`config.mk`:
```
export PLATFORM = sky130hd
export DESIGN_NAME = video_sig_gen
export DESIGN_NICKNAME = d
export VERILOG_FILES = /design/src/rtl/video_timing_pkg.sv /design/src/rtl/wrap_counter.sv /design/src/rtl/video_sig_gen.sv
export SDC_FILE = /design/constraint.sdc
export NUM_CORES = 1
export LEC_CHECK = 0
export ABC_AREA = 1
export BUFFER_PORTS_ARGS = -buffer_cell sky130_fd_sc_hd__buf_2
export CAP_MARGIN = 30
export CORE_ASPECT_RATIO = 0.5
export CORE_MARGIN = 3
export CORE_UTILIZATION = 55
export CTS_CLUSTER_DIAMETER = 120
export CTS_CLUSTER_SIZE = 16
export DETAILED_ROUTE_END_ITERATION = 10
export HOLD_SLACK_MARGIN = 0.08
export PLACE_DENSITY = 0.8
export SYNTH_ARGS = -nofsm -noshare
export SYNTH_HDL_FRONTEND = slang
export SYNTH_SLANG_ARGS = --single-unit
```
`constraint.sdc`:
```
create_clock -name pixel_clk_in -period 2.4 [get_ports pixel_clk_in]
set_input_delay 0.48 -clock pixel_clk_in [delete_from_list [all_inputs] [get_ports pixel_clk_in]]
set_output_delay 0.48 -clock pixel_clk_in [all_outputs]
set_load 0.005 [all_outputs]
```
`src/rtl/video_timing_pkg.sv`:
```
// Shared 720p raster timing constants and coordinate types for the video pipeline.
package video_timing_pkg;

  localparam int unsigned ACTIVE_H_DEF      = 1280;
  localparam int unsigned H_FRONT_PORCH_DEF = 110;
  localparam int unsigned H_SYNC_WIDTH_DEF  = 40;
  localparam int unsigned H_BACK_PORCH_DEF  = 220;
  localparam int unsigned ACTIVE_LINES_DEF  = 720;
  localparam int unsigned V_FRONT_PORCH_DEF = 5;
  localparam int unsigned V_SYNC_WIDTH_DEF  = 5;
  localparam int unsigned V_BACK_PORCH_DEF  = 20;
  localparam int unsigned FPS_DEF           = 60;

  localparam int unsigned HCOUNT_W = 11;
  localparam int unsigned VCOUNT_W = 10;
  localparam int unsigned FC_W     = 6;

  typedef logic [HCOUNT_W-1:0] hcount_t;
  typedef logic [VCOUNT_W-1:0] vcount_t;
  typedef logic [FC_W-1:0]     fcount_t;

  function automatic int unsigned total_pixels(input int unsigned active, input int unsigned front,
                                               input int unsigned sync, input int unsigned back);
    return active + front + sync + back;
  endfunction

  function automatic int unsigned total_lines(input int unsigned active, input int unsigned front,
                                              input int unsigned sync, input int unsigned back);
    return active + front + sync + back;
  endfunction

endpackage

```
`src/rtl/wrap_counter.sv`:
```
// Modulo-MAX counter that advances on incr_in; wrap_out flags the advance from MAX-1 back to 0.
module wrap_counter #(
  parameter int unsigned MAX   = 2,
  parameter int unsigned WIDTH = 1
) (
  input  logic             clk,
  input  logic             rst_n,
  input  logic             incr_in,
  output logic [WIDTH-1:0] count_out,
  output logic             wrap_out
);

  assign wrap_out = incr_in && (count_out == WIDTH'(MAX - 1));

  always_ff @(posedge clk or negedge rst_n) begin
    if (!rst_n) begin
      count_out <= '0;
    end else if (wrap_out) begin
      count_out <= '0;
    end else if (incr_in) begin
      count_out <= count_out + WIDTH'(1);
    end
  end

endmodule

```
`src/rtl/video_sig_gen.sv`:
```
// Free-running raster timing generator: counts, syncs, active-draw, new-frame strobe, frame count.
module video_sig_gen
  import video_timing_pkg::*;
#(
  parameter int unsigned ACTIVE_H      = ACTIVE_H_DEF,
  parameter int unsigned H_FRONT_PORCH = H_FRONT_PORCH_DEF,
  parameter int unsigned H_SYNC_WIDTH  = H_SYNC_WIDTH_DEF,
  parameter int unsigned H_BACK_PORCH  = H_BACK_PORCH_DEF,
  parameter int unsigned ACTIVE_LINES  = ACTIVE_LINES_DEF,
  parameter int unsigned V_FRONT_PORCH = V_FRONT_PORCH_DEF,
  parameter int unsigned V_SYNC_WIDTH  = V_SYNC_WIDTH_DEF,
  parameter int unsigned V_BACK_PORCH  = V_BACK_PORCH_DEF,
  parameter int unsigned FPS           = FPS_DEF
) (
  input  logic                pixel_clk_in,
  input  logic                rst_n_in,
  output logic [HCOUNT_W-1:0] hcount_out,
  output logic [VCOUNT_W-1:0] vcount_out,
  output logic                hs_out,
  output logic                vs_out,
  output logic                ad_out,
  output logic                nf_out,
  output logic [FC_W-1:0]     fc_out
);

  localparam int unsigned TOTAL_PIXELS =
    total_pixels(ACTIVE_H, H_FRONT_PORCH, H_SYNC_WIDTH, H_BACK_PORCH);
  localparam int unsigned TOTAL_LINES =
    total_lines(ACTIVE_LINES, V_FRONT_PORCH, V_SYNC_WIDTH, V_BACK_PORCH);
  localparam int unsigned HS_START = ACTIVE_H + H_FRONT_PORCH;
  localparam int unsigned HS_END   = HS_START + H_SYNC_WIDTH;
  localparam int unsigned VS_START = ACTIVE_LINES + V_FRONT_PORCH;
  localparam int unsigned VS_END   = VS_START + V_SYNC_WIDTH;

  if (TOTAL_PIXELS > 2048) begin : g_bad_pixels
    $fatal(1, "video_sig_gen: TOTAL_PIXELS exceeds 2048");
  end
  if (TOTAL_LINES > 1024) begin : g_bad_lines
    $fatal(1, "video_sig_gen: TOTAL_LINES exceeds 1024");
  end
  if (FPS > 64) begin : g_bad_fps
    $fatal(1, "video_sig_gen: FPS exceeds 64");
  end

  hcount_t h_next;
  vcount_t v_next;
  logic    h_wrap;
  logic    v_wrap;
  logic    nf_c;
  logic    fc_wrap_unused;

  wrap_counter #(.MAX(TOTAL_PIXELS), .WIDTH(HCOUNT_W)) u_hcount (
    .clk(pixel_clk_in), .rst_n(rst_n_in), .incr_in(1'b1),
    .count_out(hcount_out), .wrap_out(h_wrap)
  );

  wrap_counter #(.MAX(TOTAL_LINES), .WIDTH(VCOUNT_W)) u_vcount (
    .clk(pixel_clk_in), .rst_n(rst_n_in), .incr_in(h_wrap),
    .count_out(vcount_out), .wrap_out(v_wrap)
  );

  wrap_counter #(.MAX(FPS), .WIDTH(FC_W)) u_fcount (
    .clk(pixel_clk_in), .rst_n(rst_n_in), .incr_in(nf_c),
    .count_out(fc_out), .wrap_out(fc_wrap_unused)
  );

  // Next-state coordinates, so the registered flags line up with the registered counts.
  always_comb begin
    h_next = h_wrap ? '0 : hcount_out + hcount_t'(1);
    v_next = vcount_out;
    if (v_wrap) begin
      v_next = '0;
    end else if (h_wrap) begin
      v_next = vcount_out + vcount_t'(1);
    end
    nf_c = (h_next == hcount_t'(ACTIVE_H)) && (v_next == vcount_t'(ACTIVE_LINES));
  end

  always_ff @(posedge pixel_clk_in or negedge rst_n_in) begin
    if (!rst_n_in) begin
      hs_out <= 1'b0;
      vs_out <= 1'b0;
      ad_out <= 1'b0;
      nf_out <= 1'b0;
    end else begin
      hs_out <= (h_next >= hcount_t'(HS_START)) && (h_next < hcount_t'(HS_END));
      vs_out <= (v_next >= vcount_t'(VS_START)) && (v_next < vcount_t'(VS_END));
      ad_out <= (h_next < hcount_t'(ACTIVE_H)) && (v_next < vcount_t'(ACTIVE_LINES));
      nf_out <= nf_c;
    end
  end

endmodule

```
# --- Yosys cells after proc, flatten, opt, wreduce, memory -nomap -nowiden ---
# Cells that the tools add are included.
# Widths: inputs -> output; s select.
op_classes:
  order_cmp: 6
  eq_ne: 5
  n_mux: 5
  reduce_logical: 7
  n_addsub: 3
ops:
  columns: ["op", "count"]
  rows:
  - ["$eq 11x11->1 const B", 2]
  - ["$lt 11x11->1 const B", 2]
  - ["$eq 10x10->1 const B", 2]
  - ["$lt 10x10->1 const B", 2]
  - ["$mux 10", 2]
  - ["$mux 6", 2]
  - ["$add 11x1->11 const B", 1]
  - ["$ge 11x11->1 const B", 1]
  - ["$mux 11", 1]
  - ["$add 10x1->10 const B", 1]
  - ["$ge 10x10->1 const B", 1]
  - ["$add 6x1->6 const B", 1]
  - ["$eq 6x6->1 const B", 1]
  - ["$logic_and 1x1->1", 6]
  - ["$reduce_bool 2->1", 1]
totals:
  ff_bits: 31
  word_cells: 33
  out_inout_bits: 31
  input_bits: 2

# --- Depth between registers and ports, before layout ---
# Gate-level depths: netlist of the first run.
depth:
  ltp_word: 7
  ltp_mapped: 17

# --- Modules after synthesis ---
# Synthesis of the first run repeated with hierarchy kept, for this count alone.
hier_totals:
  cells_unflattened: 379
  area_unflattened_um2: 2421.1
modules_own_cells:
  columns: ["mod", "cells_each", "instances", "area_each_um2"]
  rows:
  - ["video_sig_gen", 161, 1, 817.0]
  - ["wrap_counter at u_hcount", 90, 1, 648.1]
  - ["wrap_counter at u_vcount", 81, 1, 628.1]
  - ["wrap_counter at u_fcount", 47, 1, 327.8]

# --- Worst setup path before layout of the first run ---
# Ideal clock, no wire load.
synth_path:
  path_kind: "register -> register"
  startpoint: "register u_hcount.count_out[1]"
  endpoint: "register u_fcount.count_out[2]"
  period_less_slack_ns: 1.843
  arrival_time_ns: 1.725
  stages_incl_launch_ff: 14
  slack_ns: 0.557
  n_path_buf: 1
  cell_sequence: "dfrtp_1 inv_1 ha_1 nand2_1 nor2_4 nand3_4 buf_6 nand3_1 nand3_1 nand3b_1 nor2_1 nand4_1 nand2_1 nand2_1"
synth_between:
  elab_chain_cells: 7
synth_lines:
  columns: ["element", "line", "text"]
  rows:
  - ["start, declared", "wrap_counter.sv:9", "output logic [WIDTH-1:0] count_out,"]
  - ["start signal, assigned", "wrap_counter.sv:21", "count_out <= count_out + WIDTH'(1);"]
  - ["parallel branches: the longest is 4 deep, another holds $add 11x1->11", null, null]
  - ["$logic_and 1x1->1 (*)", "video_sig_gen.sv:76", "nf_c = (h_next == hcount_t'(ACTIVE_H)) && (v_next == vcount_t'(ACTIVE_LINES));"]
  - ["$logic_and 1x1->1", "wrap_counter.sv:13", "assign wrap_out = incr_in && (count_out == WIDTH'(MAX - 1));"]
  - ["$mux 6 / $reduce_bool 2->1 (equally long branches)", null, null]
  - ["end signal, assigned", "wrap_counter.sv:21", null]
  - ["end, declared", "wrap_counter.sv:9", null]
# Mark *: on every way between the ends.
# A chain may end at the register's enable or synchronous reset.

# --- Worst setup path in the final report of the first run ---
layout_path:
  startpoint: "register u_hcount.count_out[1]"
  endpoint: "register u_fcount.count_out[5]"
layout_between:
  elab_chain_cells: 7
layout_lines:
  columns: ["element", "line", "text"]
  rows:
  - ["$eq 11x11->1 (*)", "wrap_counter.sv:13", null]
  - ["$mux 10 / $logic_and 1x1->1 (equally long branches)", null, null]
  - ["$mux 10 (*)", null, null]
  - ["net v_next[7]", "video_sig_gen.sv:46", "vcount_t v_next;"]
  - ["$eq 10x10->1 (*)", "video_sig_gen.sv:76", null]
  - ["$logic_and 1x1->1 (*)", "video_sig_gen.sv:76", null]
  - ["$logic_and 1x1->1", "wrap_counter.sv:13", null]
  - ["$mux 6 / $reduce_bool 2->1 (equally long branches)", null, null]
# Mark *: on every way through the listed nets, which the timed path passes. The rest lies on a longest branch.

==> qor.yml, run 1 <==
outcome: "finished clean"
hpwl_mm: 3.91
postPlaceCellArea_sq_um: 2340
vias_per_cell: 5.34
core_area_sq_um: 3580
wirelength_met1_mm: 2.62
netlist_area_sq_um: 2150
setup_tns_ps: 0
min_path_type: "in2async"
yosys_register_bits: 31
syn_inst: 311
layout_setup_ws_ps: 218
hold_violations: 0
initial_core_util_pct: 60.0
gp_congestion: 0.916
chipWidth_um: 94.5
crit_top_cell: "nand2_1"
fillerInstances: 272
ys_types: 27
wl_per_cell_um: 13.9
crit_chain: "inv_1 > ha_1 > nand2_1 > nor2_4 > buf_12 > nand3_4 > nand2_1 > nand2_1 > nor2_4 > nand2_2 > nor2_4 > nand4_1 > nand2_1 > nand2_1"
whs_ps: 238
portBuffers: 32
grt_max_degree: 32
dieArea_sq_um: 4740
cts_buffer_depth: 2
grt_pass1_wl_mm: 8.75
cp_slowest_cell: "dfrtp_1"
end_kind: "register"
wl_met2_mm: 2.48
p_leak_nw: 1.41
first_pass_iters: 4
mostFrequentLayoutCells: "nand2_1, inv_1, buf_2, dfrtp_1, nand3_1"
grt_pass1_vias: 1919
syn_to_final_growth_pct: 19.5
cts_root_buffer: "clkbuf_8"
slew_viol_final: 0
num_rows: 15
cts_tree: "yes"
final_area_sq_um: 2570
drc: 0
hold_buffers: 0
met3WireLength_um: 422
highest_layer: "met4"
critPathMaxFanout: 6
syn_area_per_cell_sq_um: 6.92
required_ps: 2580
clk_pin_slew_ps: 70
cpPeakStageDelay_ps: 410
clk_latency_ps: 290
ir_drop_uv: 310
slew_headroom_pct: 52.7
die_h_um: 50.2
syn-num-nets: 318
final_common_cell: "nand2_1"
fin_skew_ps: 8.23
period_needed_ps: 2180
finalCritPeriodShare_pct: 90.9
dpl.cell_count: 390
drt-total-wl_mm: 5.62
yosys_warnings: 0
fin_cells: 405
max_freq_mhz: 458
critPathKind: "reg2reg"
vias: 2162
cap_violations: 0
io_pins: 33
tightestPinTransition_ps: 710
ys_seq_area_share_pct: 36.0
drive_gt1_share_pct: 24.0
setup_viol: 0
drt_iter0_markers: 138
start_kind: "register"
diodes: 0
h-tree-depth: 2
crit_arrival_ps: 2360
pre_cts_ws_ps: 149
cts_buffers: 5
r2r_cells: 14
fin_nets: 361
rsz0062_at_grt: "yes"
clock-sinks: 31
grt_usage_pct: 23.9
powerDensity_nw_per_um2: 371
antenna_left: 0
antenna_found_initial: 0
overflow: 0
==> synthesized netlist by cell type (all sizes together) <==
| cell type | instances | area, sq um |
|---|---|---|
| dfrtp | 31 | 776 |
| nand3b | 2 | 15.0 |
| ha | 5 | 62.6 |
| xnor2 | 3 | 26.3 |
| o21bai | 1 | 7.51 |
| nand3 | 30 | 168 |
| buf | 4 | 32.5 |
| nor2 | 35 | 205 |
| nor3 | 8 | 45.0 |
| inv | 55 | 206 |
| nand2 | 107 | 419 |
| a21oi | 1 | 5.00 |
| nand4 | 11 | 68.8 |
| a31oi | 1 | 6.26 |
| o21ai | 10 | 50.1 |
| and2 | 1 | 6.26 |
| xor2 | 6 | 52.6 |
==> sequential cells by signal (all words and copies together), names as in the netlist <==
register,count
vs_out,1
u_vcount.count_out,10
hs_out,1
ad_out,1
u_fcount.count_out,6
nf_out,1
u_hcount.count_out,11
==> where the power goes <==
part	switching, mW	internal [mW]	leakage [nW]
clock network	0.197	0.225	0.0470
registers	0	0.522	0.410
logic	0.0101	0.000585	0.956
==> logic make-up (layout without fill, tap and decap cells) <==
group           after synthesis  after routing  synth area share [%]
flops                        31             31                  36.0
simple gates                194            197                  43.1
xor+xnor                      9              9                  3.66
compound gates               13             13                  3.20
buf+inv                      59             99                  11.1
fa+ha+maj                     5              5                  2.91
==> critical path: cells and delay by family, from the launching register on <==
| family | cells | cell delay (ps) |
|---|---|---|
| simple gates | 11 | 1310 |
| flops | 1 | 410 |
| buf+inv | 2 | 220 |
| fa+ha+maj | 1 | 140 |
==> per-layer routing <==
metal	vias up	track usage, %
met5	-	0
met4	0	10.0
met3	15	6.14
met2	87	36.3
met1	1006	32.7
li1	1054	-
==> area by class of cell <==
type | instances | area [sq um] | share of cell area [%]
flip-flops and latches | 31 | 779 | 30.3
well taps | 51 | 63.8 | 2.48
repair buffers | 37 | 210 | 8.17
clock buffers | 6 | 82.6 | 3.21
inverters | 55 | 206 | 8.03
clock inverters | 1 | 5.00 | 0.195
multi-input cells | 224 | 1220 | 47.6
==> path summary, 6_finish.rpt <==
kind	start	to	slack (ps)
worst max-delay path	u_hcount.count_out[1]	u_fcount.count_out[5]	220
worst min-delay path	rst_n_in	u_vcount.count_out[4]	240
worst max register to register	u_hcount.count_out[1]	u_fcount.count_out[5]	220
worst min register to register	u_fcount.count_out[5]	u_fcount.count_out[5]	550
max in group asynchronous	rst_n_in	u_hcount.count_out[0]	1660
min in group pixel_clk_in	u_fcount.count_out[5]	u_fcount.count_out[5]	550
==> metrics by stage <==
step	utilization [%]	power, mW
final	71.8	0.954
after global routing	71.8	0.990
after CTS	67.8	0.959
after detailed placement	65.4	0.544
after global placement	65.4	0.543
after floorplan	-	0.532
==> what timing repair did <==
item                       CTS  global route
setup buffers                0             5
gates resized for setup      0            17
setup endpoints to repair    0             6
Power figures use the tool's default switching activity.
==> run 2: changes to the inputs <==
--- a/config.mk
+++ b/config.mk
@@ -5,7 +5,6 @@
 export SDC_FILE = /design/constraint.sdc
 export NUM_CORES = 1
 export LEC_CHECK = 0
-export ABC_AREA = 1
 export BUFFER_PORTS_ARGS = -buffer_cell sky130_fd_sc_hd__buf_2
 export CAP_MARGIN = 30
 export CORE_ASPECT_RATIO = 0.5
@@ -16,6 +15,7 @@
 export DETAILED_ROUTE_END_ITERATION = 10
 export HOLD_SLACK_MARGIN = 0.08
 export PLACE_DENSITY = 0.8
+export SLEW_MARGIN = 10
 export SYNTH_ARGS = -nofsm -noshare
 export SYNTH_HDL_FRONTEND = slang
 export SYNTH_SLANG_ARGS = --single-unit
==> constraint.sdc (replaced) <==
create_clock -name pixel_clk_in -period 2.4 [get_ports pixel_clk_in]
set_input_delay 0.48 -clock pixel_clk_in [delete_from_list [all_inputs] [get_ports pixel_clk_in]]
set_output_delay 0.48 -clock pixel_clk_in [all_outputs]
set_load 0.1 [all_outputs]
==> qor.yml, run 2 <==
outcome: "finished, violations left"
violations: "setup timing"
r2r-start: "u_hcount.count_out[1]"
final_common_cell: "buf_4"
synth_edf_count: 0  # unchanged
antenna_left: 0  # unchanged
portBuffers: 32  # unchanged
syn_to_final_growth_pct: 42.2
yosys_warnings: 0  # unchanged
ys_seq_area_share_pct: 38.2  # +2.2 points
cts_buffer_depth: 2  # unchanged
worst-path-buf-inv: 1  # -1
grt_pass1_wl_mm: 10.3  # +18%
gp_congestion: 0.931  # +1.6%
cpLargestDelayFamily: "simple AND/OR/NAND/NOR gates"
vias_per_cell: 6.54  # +22%
ys.flop_type: "dfrtp_1"
ys_types: 48  # +78%
mostFrequentLayoutCells: "buf_4, buf_2, nand2_1, o21ai_0, nand3_1"
slew_headroom_pct: 54.5  # +1.8 points
layout_setup_ws_ps: -228  # -446 ps
synthTopCellsByArea: "dfrtp_1, o21ai_0, nand2_1"
fillerInstances: 168  # -38%
wl_per_cell_um: 19.7  # +42%
slew_viol_final: 0  # unchanged
r2r_slack_ps: -230  # -450 ps
tightestPinTransition_ps: 682  # -27.3 ps
setup_viol: 7  # +7
crit_arrival_ps: 2850  # +490 ps
clock-sinks: 31  # unchanged
hold_violations: 0  # unchanged
fin_nets: 311  # -14%
h-tree-depth: 2  # unchanged
dpl.cell_count: 330  # -15%
yosys_register_bits: 31  # unchanged
chipWidth_um: 91.9  # -2.7%
synth_top_area_share_pct: 38.2  # +2.2 points
yosys.area.top_type: "dfrtp_1"
p_leak_nw: 1.30  # -8.3%
crit_chain: "inv_1 > ha_2 > and2_4 > nand3_2 > or3_4 > a221oi_4 > nand3_2 > or4_1 > nand2_1"
num_rows: 14  # -1
powerDensity_nw_per_um2: 345  # -7.0%
max_freq_mhz: 380  # -17%
pre_cts_ws_ps: -175  # -324 ps
largest_reg_flops: 11  # unchanged
cts_tree: "yes"
final_area_sq_um: 2890  # +12%
diodes: 0  # unchanged
top_register: "u_hcount.count_out"
async_flop_share_pct: 100  # unchanged
syn_inst: 228  # -27%
required_ps: 2620  # +40 ps
period_needed_ps: 2630  # +446 ps
fin_skew_ps: 4.30  # -3.93 ps
cts_buffers: 5  # unchanged
drc: 0  # unchanged
io_pins: 33  # unchanged
r2r_cells: 9  # -5
path_depth: 9  # -5
initial_core_util_pct: 62.3  # +2.3 points
clk_pin_slew_ps: 70  # about the same
end_kind: "register"
cpPeakStageDelay_ps: 530  # +120 ps
core_area_sq_um: 3260  # -9.1%
drt_iter0_markers: 232  # +68%
setup_tns_ps: -1040  # -1040 ps
hold_buffers: 0  # unchanged
min_path_type: "in2async"
antenna_found_initial: 0  # unchanged
overflow: 0  # unchanged
r2r_end: "u_fcount.count_out[2]"
top_regs: "u_hcount.count_out x11, u_vcount.count_out x10, u_fcount.count_out x6"
fin_cells: 353  # -13%
yosysMostFrequentCell: "dfrtp_1"
netlist_area_sq_um: 2030  # -5.7%
die_h_um: 49.0  # -2.5%
finalCritPeriodShare_pct: 110  # +19 points
grt_pass1_vias: 2097  # +9.3%
fin_util_pct: 88.6  # +17 points
vias: 2307  # +6.7%
hpwl_mm: 4.24  # +8.6%
first_pass_iters: 6  # +2
clk_latency_ps: 280  # about the same
dieArea_sq_um: 4500  # -5.2%
critPathMaxFanout: 4  # -2
drt-total-wl_mm: 6.96  # +24%
ir_drop_uv: 337  # +8.7%
rsz0062_at_grt: "yes"
grt_usage_pct: 28.9  # +5.0 points
syn-num-nets: 235  # -26%
postPlaceCellArea_sq_um: 2520  # +7.4%
crit_top_cell: "nand3_2"
cap_violations: 0  # unchanged
start_kind: "register"
critPathKind: "reg2reg"
cts_root_buffer: "clkbuf_8"
syn_area_per_cell_sq_um: 8.90  # +29%
cp_slowest_cell: "or4_1"
grt_max_degree: 32  # unchanged
synth_common_cells: "dfrtp_1, o21ai_0, nand2_1"
drive_gt1_share_pct: 47.9  # +24 points
## run 2: cell count changes after synthesis, moves of 5 or more
cell	delta
inv_1	-43
o31ai_1	+5
clkbuf_1	+5
and4_1	+5
nand3_1	-16
and3_1	+5
nor2_4	-5
o21ai_0	+14
nand2_1	-79
nor2_1	-9
nor2_2	-8
nand2_2	-7
## run 2: logic make-up (layout without fill, tap and decap cells)
group | count (synthesis) | after routing | share of synthesized area [%]
muxes | 3 | 3 | 1.60
DFF | 31 | 31 | 38.2
and+or+nand+nor | 102 | 102 | 29.6
xor gates and xnor gates | 13 | 13 | 5.61
buffers and inverters | 25 | 102 | 5.79
AOI/OAI and AO/OA | 49 | 49 | 16.1
adders and majority gates | 5 | 5 | 3.08
## run 2: worst max path at each step
stage | slack (ps) | from | endpoint
finish | -230 | u_hcount.count_out[1] | u_fcount.count_out[2]
detailed placement | -180 | u_vcount.count_out[1] | u_fcount.count_out[0]
CTS | -60 | u_hcount.count_out[1] | u_fcount.count_out[0]
global route | -300 | u_hcount.count_out[3] | u_fcount.count_out[2]
floorplan | -230 | u_vcount.count_out[1] | u_fcount.count_out[2]
global placement | -120 | u_hcount.count_out[0] | u_fcount.count_out[1]
## run 2: area by class of cell
| type | instances | area [sq um] | share of cell area [%] |
|---|---|---|---|
| Sequential cell | 31 | 827 | 28.7 |
| Tap cell | 48 | 60.1 | 2.08 |
| Inverter | 9 | 33.8 | 1.17 |
| Timing Repair Buffer | 85 | 586 | 20.3 |
| Clock buffer | 8 | 100 | 3.47 |
| Multi-Input combinational cell | 172 | 1280 | 44.3 |
## run 2: where the power goes
part	internal [mW]	switching, mW	leakage [nW]
combinational	0.000584	0.00967	0.862
clock	0.262	0.201	0.0515
sequential	0.522	0	0.382
total	0.784	0.211	1.30
## run 2: layer usage
metal | routed length (um) | GRT usage, % | vias to the layer above
met5 | 0 | 0 | -
met4 | 252 | 7.88 | 0
met3 | 750 | 6.32 | 44
met2 | 3200 | 49.5 | 185
met1 | 2760 | 37.1 | 1092
li1 | - | - | 986
## run 2: stage by stage
step	total power, mW	hold slack (ps)
2_1_floorplan	0.533	184
3_3_place_gp	0.543	538
3_5_place_dp	0.544	551
4_1_cts	0.995	258
5_1_grt	1.03	290
6_report	0.995	228
## run 2: repair_timing
item | 4_1_cts | 5_1_grt
endpoints found under the setup margin | 7 | 8
gates resized for setup | 23 | 13
buffers inserted | 11 | 4
pin swaps | 9 | 12
